## config.mk

```make
export PLATFORM = sky130hd
export DESIGN_NAME = uart_tx
export DESIGN_NICKNAME = d
export VERILOG_FILES = /design/src/rtl/uart_pkg.sv /design/src/rtl/uart_tx_fifo.sv /design/src/rtl/uart_tx.sv
export SDC_FILE = /design/constraint.sdc
export NUM_CORES = 1
export LEC_CHECK = 0
export BUFFER_PORTS_ARGS = -buffer_cell sky130_fd_sc_hd__buf_2
export CAP_MARGIN = 5
export CORE_MARGIN = 5
export CORE_UTILIZATION = 60
export CTS_CLUSTER_SIZE = 28
export DETAILED_ROUTE_END_ITERATION = 8
export HOLD_SLACK_MARGIN = 0.06
export PLACE_DENSITY_LB_ADDON = 0.05
export SLEW_MARGIN = 40
export SYNTH_ARGS = -nofsm -noshare
export SYNTH_HDL_FRONTEND = slang
export SYNTH_HIERARCHICAL = 1
export SYNTH_SLANG_ARGS = --single-unit
```

## constraint.sdc

```tcl
create_clock -name clk -period 8.6 [get_ports clk]
set_input_delay 1.72 -clock clk [delete_from_list [all_inputs] [get_ports clk]]
set_output_delay 1.72 -clock clk [all_outputs]
set_load 0.01 [all_outputs]
```

## src/rtl/uart_pkg.sv

```systemverilog
// uart_pkg: shared definitions for the UART transmit and receive blocks.
//   - uart_state_e     : transmitter FSM state encoding
//   - UART_DATA_BITS   : data bits per frame (8N1)
//   - UART_START_BIT / UART_STOP_BIT : line levels for framing bits
//   - clks_per_bit()   : system clocks per bit, integer-truncated
package uart_pkg;

    localparam int unsigned UART_DATA_BITS = 8;
    localparam logic        UART_START_BIT = 1'b0;
    localparam logic        UART_STOP_BIT  = 1'b1;

    typedef enum logic [1:0] {
        ST_IDLE,
        ST_START,
        ST_DATA,
        ST_STOP
    } uart_state_e;

    function automatic int unsigned clks_per_bit(input int unsigned clk_freq,
                                                 input int unsigned baud);
        return clk_freq / baud;
    endfunction

endpackage

```

## src/rtl/uart_tx_fifo.sv

```systemverilog
// uart_tx_fifo: synchronous FIFO buffering bytes for the UART transmitter.
//   clk, rst_n : clock, asynchronous active-low reset (flushes the FIFO)
//   push, din  : write din when push and not full
//   pop, dout  : dout shows the oldest entry; pop removes it when not empty
//   count      : occupied entries, full / empty : status from registered count
// DEPTH must be a power of two so the pointers wrap naturally.
module uart_tx_fifo #(
    parameter int unsigned WIDTH = 8,
    parameter int unsigned DEPTH = 4
) (
    input  logic                     clk,
    input  logic                     rst_n,
    input  logic                     push,
    input  logic                     pop,
    input  logic [WIDTH-1:0]         din,
    output logic [WIDTH-1:0]         dout,
    output logic [$clog2(DEPTH):0]   count,
    output logic                     full,
    output logic                     empty
);

    localparam int unsigned PTR_W = $clog2(DEPTH);
    localparam logic [PTR_W:0] DEPTH_CNT = (PTR_W+1)'(DEPTH);

    logic [PTR_W-1:0] wr_ptr_q, wr_ptr_d;
    logic [PTR_W-1:0] rd_ptr_q, rd_ptr_d;
    logic [PTR_W:0]   count_q, count_d;
    logic [WIDTH-1:0] mem_q [DEPTH];
    logic             do_push, do_pop;

    assign full    = (count_q == DEPTH_CNT);
    assign empty   = (count_q == '0);
    assign count   = count_q;
    assign dout    = mem_q[rd_ptr_q];
    assign do_push = push && !full;
    assign do_pop  = pop && !empty;

    always_comb begin
        wr_ptr_d = wr_ptr_q;
        rd_ptr_d = rd_ptr_q;
        count_d  = count_q;
        if (do_push) begin
            wr_ptr_d = wr_ptr_q + PTR_W'(1);
        end
        if (do_pop) begin
            rd_ptr_d = rd_ptr_q + PTR_W'(1);
        end
        case ({do_push, do_pop})
            2'b10:   count_d = count_q + (PTR_W+1)'(1);
            2'b01:   count_d = count_q - (PTR_W+1)'(1);
            default: count_d = count_q;
        endcase
    end

    always_ff @(posedge clk or negedge rst_n) begin
        if (!rst_n) begin
            wr_ptr_q <= '0;
            rd_ptr_q <= '0;
            count_q  <= '0;
        end else begin
            wr_ptr_q <= wr_ptr_d;
            rd_ptr_q <= rd_ptr_d;
            count_q  <= count_d;
        end
    end

    // Storage needs no reset: the count gates every read.
    always_ff @(posedge clk) begin
        if (do_push) begin
            mem_q[wr_ptr_q] <= din;
        end
    end

endmodule

```

## src/rtl/uart_tx.sv

```systemverilog
// uart_tx: 8N1 UART transmitter fed from a small byte FIFO.
//   clk, rst_n      : system clock, asynchronous active-low reset
//   tx_data/tx_valid/tx_ready : byte push handshake (tx_ready = FIFO not full)
//   tx              : registered serial line, idles high
//   busy            : FSM is not idle
//   fifo_count      : bytes waiting in the FIFO
// Frames are sent back-to-back while the FIFO holds data.
module uart_tx
    import uart_pkg::*;
#(
    parameter int unsigned CLK_FREQ   = 100_000_000,
    parameter int unsigned BAUD       = 9600,
    parameter int unsigned FIFO_DEPTH = 4
) (
    input  logic                          clk,
    input  logic                          rst_n,
    input  logic [7:0]                    tx_data,
    input  logic                          tx_valid,
    output logic                          tx_ready,
    output logic                          tx,
    output logic                          busy,
    output logic [$clog2(FIFO_DEPTH):0]   fifo_count
);

    localparam int unsigned CLKS_PER_BIT = clks_per_bit(CLK_FREQ, BAUD);
    localparam int unsigned CNT_W        = $clog2(CLKS_PER_BIT);
    localparam logic [CNT_W-1:0] CNT_LAST = CNT_W'(CLKS_PER_BIT - 1);
    localparam logic [2:0]       LAST_IDX = 3'(UART_DATA_BITS - 1);

    uart_state_e               state_q, state_d;
    logic [CNT_W-1:0]          baud_cnt_q, baud_cnt_d;
    logic [2:0]                bit_idx_q, bit_idx_d;
    logic [UART_DATA_BITS-1:0] shift_q, shift_d;
    logic                      tx_q, tx_d;

    logic                      fifo_push, fifo_pop;
    logic [7:0]                fifo_dout;
    logic                      fifo_full, fifo_empty;
    logic                      bit_end;

    assign tx_ready  = !fifo_full;
    assign fifo_push = tx_valid && tx_ready;
    assign tx        = tx_q;
    assign busy      = (state_q != ST_IDLE);
    assign bit_end   = (baud_cnt_q == CNT_LAST);

    uart_tx_fifo #(
        .WIDTH (8),
        .DEPTH (FIFO_DEPTH)
    ) u_fifo (
        .clk   (clk),
        .rst_n (rst_n),
        .push  (fifo_push),
        .pop   (fifo_pop),
        .din   (tx_data),
        .dout  (fifo_dout),
        .count (fifo_count),
        .full  (fifo_full),
        .empty (fifo_empty)
    );

    // tx_d is the line level for the state being entered, so tx stays a
    // flop yet changes on the same edge as the state.
    always_comb begin
        state_d    = state_q;
        baud_cnt_d = bit_end ? '0 : baud_cnt_q + CNT_W'(1);
        bit_idx_d  = bit_idx_q;
        shift_d    = shift_q;
        tx_d       = tx_q;
        fifo_pop   = 1'b0;
        case (state_q)
            ST_IDLE: begin
                baud_cnt_d = '0;
                tx_d       = UART_STOP_BIT;
                if (!fifo_empty) begin
                    fifo_pop = 1'b1;
                    shift_d  = fifo_dout;
                    state_d  = ST_START;
                    tx_d     = UART_START_BIT;
                end
            end
            ST_START: begin
                if (bit_end) begin
                    state_d   = ST_DATA;
                    bit_idx_d = '0;
                    tx_d      = shift_q[0];
                end
            end
            ST_DATA: begin
                if (bit_end) begin
                    if (bit_idx_q == LAST_IDX) begin
                        state_d = ST_STOP;
                        tx_d    = UART_STOP_BIT;
                    end else begin
                        shift_d   = shift_q >> 1;
                        bit_idx_d = bit_idx_q + 3'd1;
                        tx_d      = shift_q[1];
                    end
                end
            end
            ST_STOP: begin
                if (bit_end) begin
                    if (!fifo_empty) begin
                        fifo_pop = 1'b1;
                        shift_d  = fifo_dout;
                        state_d  = ST_START;
                        tx_d     = UART_START_BIT;
                    end else begin
                        state_d = ST_IDLE;
                        tx_d    = UART_STOP_BIT;
                    end
                end
            end
            default: begin
                state_d = ST_IDLE;
                tx_d    = UART_STOP_BIT;
            end
        endcase
    end

    always_ff @(posedge clk or negedge rst_n) begin
        if (!rst_n) begin
            state_q    <= ST_IDLE;
            baud_cnt_q <= '0;
            bit_idx_q  <= '0;
            shift_q    <= '0;
            tx_q       <= UART_STOP_BIT;
        end else begin
            state_q    <= state_d;
            baud_cnt_q <= baud_cnt_d;
            bit_idx_q  <= bit_idx_d;
            shift_q    <= shift_d;
            tx_q       <= tx_d;
        end
    end

endmodule
```

==> metrics.log, run 1 <==
[metrics] total die area: 6790 sq um
[metrics] post-detailed-placement cell area: 3290 sq um
[metrics] endpoint arrival time on the critical path: 3.35 ns
[metrics] clk root buf: sky130_fd_sc_hd__clkbuf_8
[metrics] worst slew slack as a fraction of its limit: 58.2%
[metrics] type of the worst min-delay path: flop to flop
[metrics] critical setup path kind: flop to flop
[metrics] total number of yosys warnings: 6
[metrics] portion of the post-synthesis area used by sequential elements: 58.4%
[metrics] global-route wire length before repair: 9060 um
[metrics] Worst Setup Start Kind: flop
[metrics] delay of the slowest cell on the worst path: 0.56 ns
[metrics] post-detail-place hpwl: 3800 um
[metrics] setup repair bufs after CTS: 0
[metrics] met3 usage in global routing: 7.92%
[metrics] CTS clk-pin slew, worst paths: 0.07 ns
[metrics] share of cells above drive strength 1: 28.5%
[metrics] synthesized instance count: 223
[metrics] transition time at the pin with the least slew margin: 0.627 ns
[metrics] power density cells: 348 nW/um^2
[metrics] final hold violations: 0
[metrics] number of remaining DRC errors: 0
[metrics] H-tree Lvls: 3
[metrics] synthesized area per cell: 14.1 sq um
[metrics] nets in the synthesized netlist: 249
[metrics] Via-to-Cell Ratio: 5.66
[metrics] Gates resized, CTS repair: 0
[metrics] I/O pins: 17
[metrics] insertion delay to the later sink of the worst-skew pair: 0.34 ns
[metrics] CTS tree: done
[metrics] violation count after the first detailed-route iteration: 92
[metrics] cells along the critical path: or4_4 > nor4_4 > a21oi_1 > nor3_1 > o31a_2 > ha_1 > inv_1 > fa_1 > xor2_1 > nor2_1 > xor2_1
[metrics] area growth from synthesis to final layout: 11.1%
[metrics] setup repair after global routing missed its margin: no
[metrics] Distinct cells, synth: 41
[metrics] final number of setup-violating endpoints: 0
[metrics] number of antenna violations at the first check in global routing: 0
[metrics] number of buffers inserted for hold repair after clock tree synthesis: 0
[metrics] fin nets: 270
[metrics] number of enable flip-flop cells after synthesis: 32
[metrics] static leakage: 1.42 nW
[metrics] max frequency: 0.323 GHz
[metrics] M1 GR Usage: 20.9%
[metrics] final worst path period share: 36.0%
[metrics] highest net fanout along the worst path: 8
[metrics] status: finished, final reports clean
[metrics] count of input and output buffers: 16
[metrics] required time of the worst setup path: 8.86 ns
[metrics] pin count of the biggest net entering global routing: 36
[metrics] die extent in y: 82.4 um
[metrics] Max Cap Viol: 0
[metrics] global-route congestion overflow total: 0
[metrics] Setup Skew: 0.00910 ns
[metrics] async set or reset register ratio after synthesis: 52.2%
[metrics] Final ANT Viol Nets: 0
[metrics] effective utilization at floorplan: 61.6%
[metrics] sum of negative setup slack: 0 ns
[metrics] horizontal die dimension: 82.4 um
[metrics] Num CTS Buffers: 9
[metrics] via count: 1,805
[metrics] flip-flop cell with the highest count after synthesis: sky130_fd_sc_hd__dfrtp_1
[metrics] cell type of the slowest stage on the worst timing path: sky130_fd_sc_hd__or4_4
[metrics] Sink Count: 67
[metrics] number of buffers between clock root and the deepest sink: 2
[metrics] CP dominant cell by count: sky130_fd_sc_hd__xor2_1
[metrics] weighted congestion at the end of routability-driven global placement: 0.774
[metrics] number of global-route vias before repair: 1,899
[metrics] kind of capture point of the worst setup path: flop
[metrics] post-synthesis cell area: 3150 sq um
[metrics] final worst path period need: 3.09 ns
[metrics] detailed-route wire length per cell: 16.5 um
[metrics] largest vdd supply drop: 0.185 mV
[metrics] DR pass1 iterations: 4
[metrics] Post-Route WL: 5270 um
[metrics] core region area: 5110 sq um
[metrics] pins over their slew limit: 0
[metrics] Synth Register Bits: 67
[metrics] summed area of non-filler cells in the final layout: 3500 sq um
[metrics] met2 demand-to-capacity share in global routing: 31.5%
[metrics] count of antenna diodes in the layout: 0
[metrics] peak-usage layer in the global routing report: met2
[metrics] All-Layer GR Usage: 18.5%
[metrics] placement row count: 26
==> worst max-delay path: cells and delay by family (launching register included) <==
kind	cells	cell delay, ns
adders and majority gates	2	0.56
and+or+nand+nor	4	1.27
buffers and inverters	1	0.06
xor gates and xnor gates	2	0.32
DFF	1	0.44
AOI/OAI and AO/OA	2	0.36
==> cells by family after synthesis <==
group	count (synthesis)	synth area share [%]
xor+xnor	17	4.73
flops	67	58.4
buf+inv	21	2.62
mux	27	13.0
fa+ha+maj	15	6.20
compound gates	16	4.14
simple gates	60	10.9
==> Yosys cell counts, drive strengths merged, types with 5 or more instances <==
| master | number | area (sq um) |
|---|---|---|
| mux4 | 8 | 180 |
| nor3 | 8 | 40.0 |
| nand2 | 6 | 22.5 |
| inv | 15 | 56.3 |
| xor2 | 5 | 43.8 |
| xnor2 | 12 | 105 |
| nor2 | 21 | 78.8 |
| ha | 14 | 175 |
| edfxtp | 32 | 961 |
| mux2 | 18 | 218 |
| dfrtp | 34 | 851 |
==> worst paths after layout <==
kind / start / end / slack (ns) / cells past startpoint
setup / recovery: baud_cnt_q[6]$_DFF_PN0_ / u_fifo/count[2]$_DFFE_PN0P_ / 5.51 / 11
hold / removal: baud_cnt_q[0]$_DFF_PN0_ / baud_cnt_q[0]$_DFF_PN0_ / 0.49 / 1
setup reg to reg: baud_cnt_q[6]$_DFF_PN0_ / u_fifo/count[2]$_DFFE_PN0P_ / 5.51 / 11
hold reg to reg: baud_cnt_q[0]$_DFF_PN0_ / baud_cnt_q[0]$_DFF_PN0_ / 0.49 / 1
max in group asynchronous: rst_n / tx$_DFFE_PN1P_ / 6.94 / 1
min in group asynchronous: rst_n / baud_cnt_q[12]$_DFF_PN0_ / 1.32 / 1
==> power by group <==
group | internal (mW) | total, mW | switching, mW | leakage [nW]
Combinational | 0.235 | 0.446 | 0.211 | 0.576
Clock | 0.139 | 0.266 | 0.127 | 0.107
Sequential | 0.429 | 0.505 | 0.0758 | 0.734
Total | 0.803 | 1.22 | 0.414 | 1.42
==> registers in the layout, indices dropped and copies added (netlist names) <==
register	count
u_fifo/mem_q	32
state_q	2
u_fifo/wr_ptr_q	2
u_fifo/rd_ptr_q	2
baud_cnt_q	14
tx	1
shift_q	8
u_fifo/count	3
bit_idx_q	3
==> cell type report <==
class | instances | area, sq um
Sequential cell | 67 | 1840
Fill cell | 379 | 1610
Multi-Input combinational cell | 135 | 1230
Clock buffer | 9 | 124
Tap cell | 70 | 87.6
Timing Repair Buffer | 16 | 82.6
Clock inverter | 7 | 81.3
Inverter | 15 | 56.3
==> metal layers <==
metal | up-vias | routed length (um) | part of all wire [%]
met2 | 38 | 2850 | 54
li1 | 841 | - | -
met3 | 8 | 241 | 4.6
met4 | 0 | 63 | 1.2
met1 | 918 | 2120 | 40
met5 | - | 0 | 0
==> cells in the final DEF, fill, tap and decap left out, types with 2 or more instances in the layout <==
cell type	count
sky130_fd_sc_hd__mux2_2	14
sky130_fd_sc_hd__o21ai_0	3
sky130_fd_sc_hd__nor4_1	2
sky130_fd_sc_hd__nor2b_1	3
sky130_fd_sc_hd__clkbuf_8	9
sky130_fd_sc_hd__ha_1	14
sky130_fd_sc_hd__nor3_1	8
sky130_fd_sc_hd__xnor2_1	12
sky130_fd_sc_hd__xor2_1	5
sky130_fd_sc_hd__mux4_2	8
sky130_fd_sc_hd__a21oi_1	3
sky130_fd_sc_hd__nand4_1	4
sky130_fd_sc_hd__a22o_1	2
sky130_fd_sc_hd__dfrtp_1	34
sky130_fd_sc_hd__edfxtp_1	32
sky130_fd_sc_hd__inv_1	15
sky130_fd_sc_hd__buf_2	15
sky130_fd_sc_hd__nand3_1	4
sky130_fd_sc_hd__a31oi_1	2
sky130_fd_sc_hd__and2_2	4
sky130_fd_sc_hd__inv_6	3
sky130_fd_sc_hd__mux2_4	4
sky130_fd_sc_hd__nor2_1	21
sky130_fd_sc_hd__nand2_1	6
==> through the flow <==
step / hold slack, ns / instances / power [mW] / util, % / setup slack (ns)
floorplan: 0.455 / 223 / 0.855 / - / 5.53
global placement: 0.474 / 303 / 0.926 / 64.4 / 5.41
detailed placement: 0.487 / 303 / 0.960 / 64.4 / 5.30
CTS: 0.497 / 319 / 1.23 / 68.4 / 5.50
global route: 0.526 / 319 / 1.31 / 68.4 / 5.31
finish: 0.492 / 319 / 1.22 / 68.4 / 5.51
(Power assumes the default switching activity.)
==> run 2: changes to the inputs <==
Settings changed: ABC_AREA set to 1, CORE_UTILIZATION 60 to 55.
Clock period 8.6 ns to 2.8 ns, I/O delays scaled along.
==> metrics.log, run 2 <==
[metrics] worst path buffer plus inverter count: 3 (+2)
[metrics] number of global-route vias before repair: 2,348 (+24%)
[metrics] commonest non-fill, non-tap cells in the layout: sky130_fd_sc_hd__nand2_1 (120), sky130_fd_sc_hd__inv_1 (57), sky130_fd_sc_hd__nor2_1 (34), sky130_fd_sc_hd__dfrtp_1 (34), sky130_fd_sc_hd__edfxtp_1 (32)
[metrics] fin nets: 438 (+62%)
[metrics] share of total power in the clock network: 19.9% (-2.0 points)
[metrics] final number of setup-violating endpoints: 0 (unchanged)
[metrics] horizontal die dimension: 89.0 um (+8.0%)
[metrics] status: finished, final reports clean
[metrics] violation count after the first detailed-route iteration: 102 (+11%)
[metrics] DR pass1 iterations: 4 (unchanged)
[metrics] All-Layer GR Usage: 17.7% (-0.77 points)
[metrics] type of the worst min-delay path: input port to async pin
[metrics] highest net fanout along the worst path: 7 (-1)
[metrics] portion of the post-synthesis area used by sequential elements: 53.6% (-4.9 points)
[metrics] synthesized area per cell: 8.96 sq um (-36%)
[metrics] share of cells above drive strength 1: 13.7% (-15 points)
[metrics] kind of capture point of the worst setup path: flop
[metrics] via count: 2,462 (+36%)
[metrics] total die area: 7920 sq um (+17%)
[metrics] area share of the leading cell type in the synthesized netlist: 28.0% (-2.5 points)
[metrics] r2r setup slk: 0.21 ns (-5.30 ns)
[metrics] post-detail-place hpwl: 4470 um (+18%)
[metrics] pin count of the biggest net entering global routing: 36 (unchanged)
[metrics] Post-Route WL: 6210 um (+18%)
[metrics] most area-hungry cell type in the Yosys netlist: sky130_fd_sc_hd__edfxtp_1
[metrics] Distinct cells, synth: 31 (-24%)
[metrics] static leakage: 1.87 nW (+32%)
[metrics] Sink Count: 67 (unchanged)
[metrics] most common cell after layout, fill and taps aside: sky130_fd_sc_hd__nand2_1
[metrics] clk root buf: sky130_fd_sc_hd__clkbuf_8
[metrics] cell type of the slowest stage on the worst timing path: sky130_fd_sc_hd__dfrtp_1
[metrics] power consumption: 3.83 mW (+210%)
[metrics] final hold violations: 0 (unchanged)
[metrics] endpoint arrival time on the critical path: 2.83 ns (-0.52 ns)
[metrics] core region area: 5990 sq um (+17%)
[metrics] die extent in y: 89.0 um (+8.0%)
[metrics] detailed-route wire length per cell: 12.6 um (-24%)
[metrics] number of remaining DRC errors: 0 (unchanged)
[metrics] Via-to-Cell Ratio: 5.00 (-12%)
[metrics] share of total power in sequential cells: 37.9% (-3.6 points)
[metrics] CTS tree: done
[metrics] async set or reset register ratio after synthesis: 52.2% (unchanged)
[metrics] internal power of the cells: 2.29 mW (+190%)
[metrics] register with the most flip-flops: u_fifo/mem_q
[metrics] Setup Skew: 0.00525 ns (-0.00385 ns)
[metrics] count of input and output buffers: 16 (unchanged)
[metrics] Sw Share: 40.2% (+6.2 points)
[metrics] post-synthesis cell area: 3430 sq um (+9.1%)
[metrics] global-route congestion overflow total: 0 (unchanged)
[metrics] weighted congestion at the end of routability-driven global placement: 0.853 (+10%)
[metrics] delay of the slowest cell on the worst path: 0.40 ns (-0.16 ns)
[metrics] sum of negative setup slack: 0 ns (unchanged)
[metrics] post-placement setup slack: 0.174 ns (-5.13 ns)
[metrics] Synth Register Bits: 67 (unchanged)
[metrics] area growth from synthesis to final layout: 10.7%
[metrics] Num CTS Buffers: 9 (unchanged)
[metrics] largest vdd supply drop: 0.474 mV (+160%)
[metrics] net switching component of the power: 1.54 mW (+270%)
[metrics] gate family responsible for the most delay along the worst path: simple AND/OR/NAND/NOR gates
[metrics] most instantiated cells after synthesis: sky130_fd_sc_hd__nand2_1 (120), sky130_fd_sc_hd__inv_1 (57), sky130_fd_sc_hd__nor2_1 (35), sky130_fd_sc_hd__dfrtp_1 (34), sky130_fd_sc_hd__edfxtp_1 (32)
[metrics] number of buffers inserted for hold repair after clock tree synthesis: 0 (unchanged)
[metrics] setup repair bufs after CTS: 0 (unchanged)
[metrics] Max Cap Viol: 0 (unchanged)
[metrics] Gates resized, CTS repair: 0 (unchanged)
[metrics] worst slew slack as a fraction of its limit: 67.1% (+8.9 points)
[metrics] flip-flop count of the largest register, all copies and words added: 32 (unchanged)
[metrics] placement row count: 28 (+7.7%)
[metrics] transition time at the pin with the least slew margin: 0.491 ns (-0.135 ns)
[metrics] flip-flop cell with the highest count after synthesis: sky130_fd_sc_hd__dfrtp_1
[metrics] number of antenna violations at the first check in global routing: 0 (unchanged)
[metrics] Final ANT Viol Nets: 0 (unchanged)
[metrics] cell types occupying the most area after synthesis: sky130_fd_sc_hd__edfxtp_1 (28%), sky130_fd_sc_hd__dfrtp_1 (25%), sky130_fd_sc_hd__nand2_1 (13%)
[metrics] pins over their slew limit: 0 (unchanged)
[metrics] H-tree Lvls: 3 (unchanged)
[metrics] final worst path period share: 92.7% (+57 points)
[metrics] insertion delay to the later sink of the worst-skew pair: 0.33 ns (about the same)
[metrics] number of buffers between clock root and the deepest sink: 2 (unchanged)
[metrics] leading registers by flop count: u_fifo/mem_q: 32 flops, baud_cnt_q: 14 flops, shift_q: 8 flops
[metrics] count of antenna diodes in the layout: 0 (unchanged)
[metrics] I/O pins: 17 (unchanged)
[metrics] final worst path period need: 2.59 ns (-0.498 ns)
[metrics] synthesized instance count: 383 (+72%)
[metrics] Worst Setup Start Kind: flop
[metrics] global-route wire length before repair: 10,600 um (+17%)
[metrics] critical setup path kind: flop to flop
[metrics] number of enable flip-flop cells after synthesis: 32 (unchanged)
[metrics] total number of yosys warnings: 6 (unchanged)
[metrics] combinational group share of total power: 42.2% (+5.6 points)
[metrics] power density cells: 1010 nW/um^2 (+190%)
[metrics] CP dominant cell by count: sky130_fd_sc_hd__nand2_1
[metrics] CTS clk-pin slew, worst paths: 0.07 ns (about the same)
[metrics] max frequency: 0.385 GHz (+19%)
[metrics] required time of the worst setup path: 3.03 ns (-5.83 ns)
[metrics] cell with the most instances after synthesis: sky130_fd_sc_hd__nand2_1
[metrics] final worst-path setup slack: 0.206 ns (-5.30 ns)
[metrics] nets in the synthesized netlist: 409 (+64%)
[metrics] cells along the critical path: ha_1 > nand3_2 > nor2_4 > nand2_4 > nand2_4 > inv_1 > nor2_2 > nand2_1 > inv_1 > ha_1 > inv_1 > fa_1 > nand2_1 > nand3_1 > nand2_1 > nand2_1
[metrics] effective utilization at floorplan: 57.3% (-4.3 points)
[run 2: changes by cell type in the layout (fill, tap and decap cells not counted), sizes merged, moves of 9 or more]
cell / change
nor2: +16
xnor2: -9
nand3: +23
o211ai: +16
nand2: +122
inv: +41
mux2: -18
[run 2: path summary, 6_finish.rpt]
kind                                          from                           end  cells after the start
hold / removal                               rst_n      baud_cnt_q[10]$_DFF_PN0_                      1
setup reg to reg           baud_cnt_q[0]$_DFF_PN0_   u_fifo/count[2]$_DFFE_PN0P_                     16
hold reg to reg             shift_q[2]$_DFFE_PN0P_        shift_q[2]$_DFFE_PN0P_                      2
max in group asynchronous                    rst_n                tx$_DFFE_PN1P_                      1
setup / recovery           baud_cnt_q[0]$_DFF_PN0_   u_fifo/count[2]$_DFFE_PN0P_                     16
min in group clk                        tx_data[7]  u_fifo/mem_q[2][7]$_DFFE_PP_                      1
[run 2: final cells by class]
class,count,area (sq um)
Clock buffer,10,128
Clock inverter,6,56.3
Fill cell,512,2190
Inverter,61,229
Multi-Input combinational cell,249,1310
Sequential cell,67,1840
Tap cell,75,93.8
Timing Repair Buffer,24,143
[run 2: through the flow]
stage | cells | area [sq um] | utilization (%) | hold slack (ns)
2_1_floorplan | 383 | 3430 | - | 0.264
3_3_place_gp | 476 | 3610 | 60.2 | 0.454
3_5_place_dp | 476 | 3610 | 60.2 | 0.458
4_1_cts | 492 | 3790 | 63.3 | 0.328
5_1_grt | 492 | 3800 | 63.4 | 0.197
6_report | 492 | 3800 | 63.4 | 0.165
[run 2: logic make-up after synthesis]
group | synth area share [%]
and+or+nand+nor | 25.5
adders and majority gates | 5.69
DFF | 53.6
buffers and inverters | 8.42
xor gates and xnor gates | 1.02
AOI/OAI and AO/OA | 5.83
[run 2: layer usage]
layer | routed length (um) | track usage [%] | vias to the layer above
li1 | - | - | 1278
met1 | 2960 | 22.5 | 1133
met2 | 2920 | 28.7 | 35
met3 | 163 | 3.50 | 16
met4 | 164 | 9.20 | 0
met5 | 0 | 0 | -
[run 2: power by group through the flow]
stage                     Combinational, mW  Sequential (mW)  Clock (mW)
after floorplan                        1.26             1.46           0
after global placement                 1.60             1.47           0
after detailed placement               1.63             1.47           0
after CTS                              1.64             1.45       0.782
after global routing                   1.88             1.48       0.840
final                                  1.62             1.45       0.761
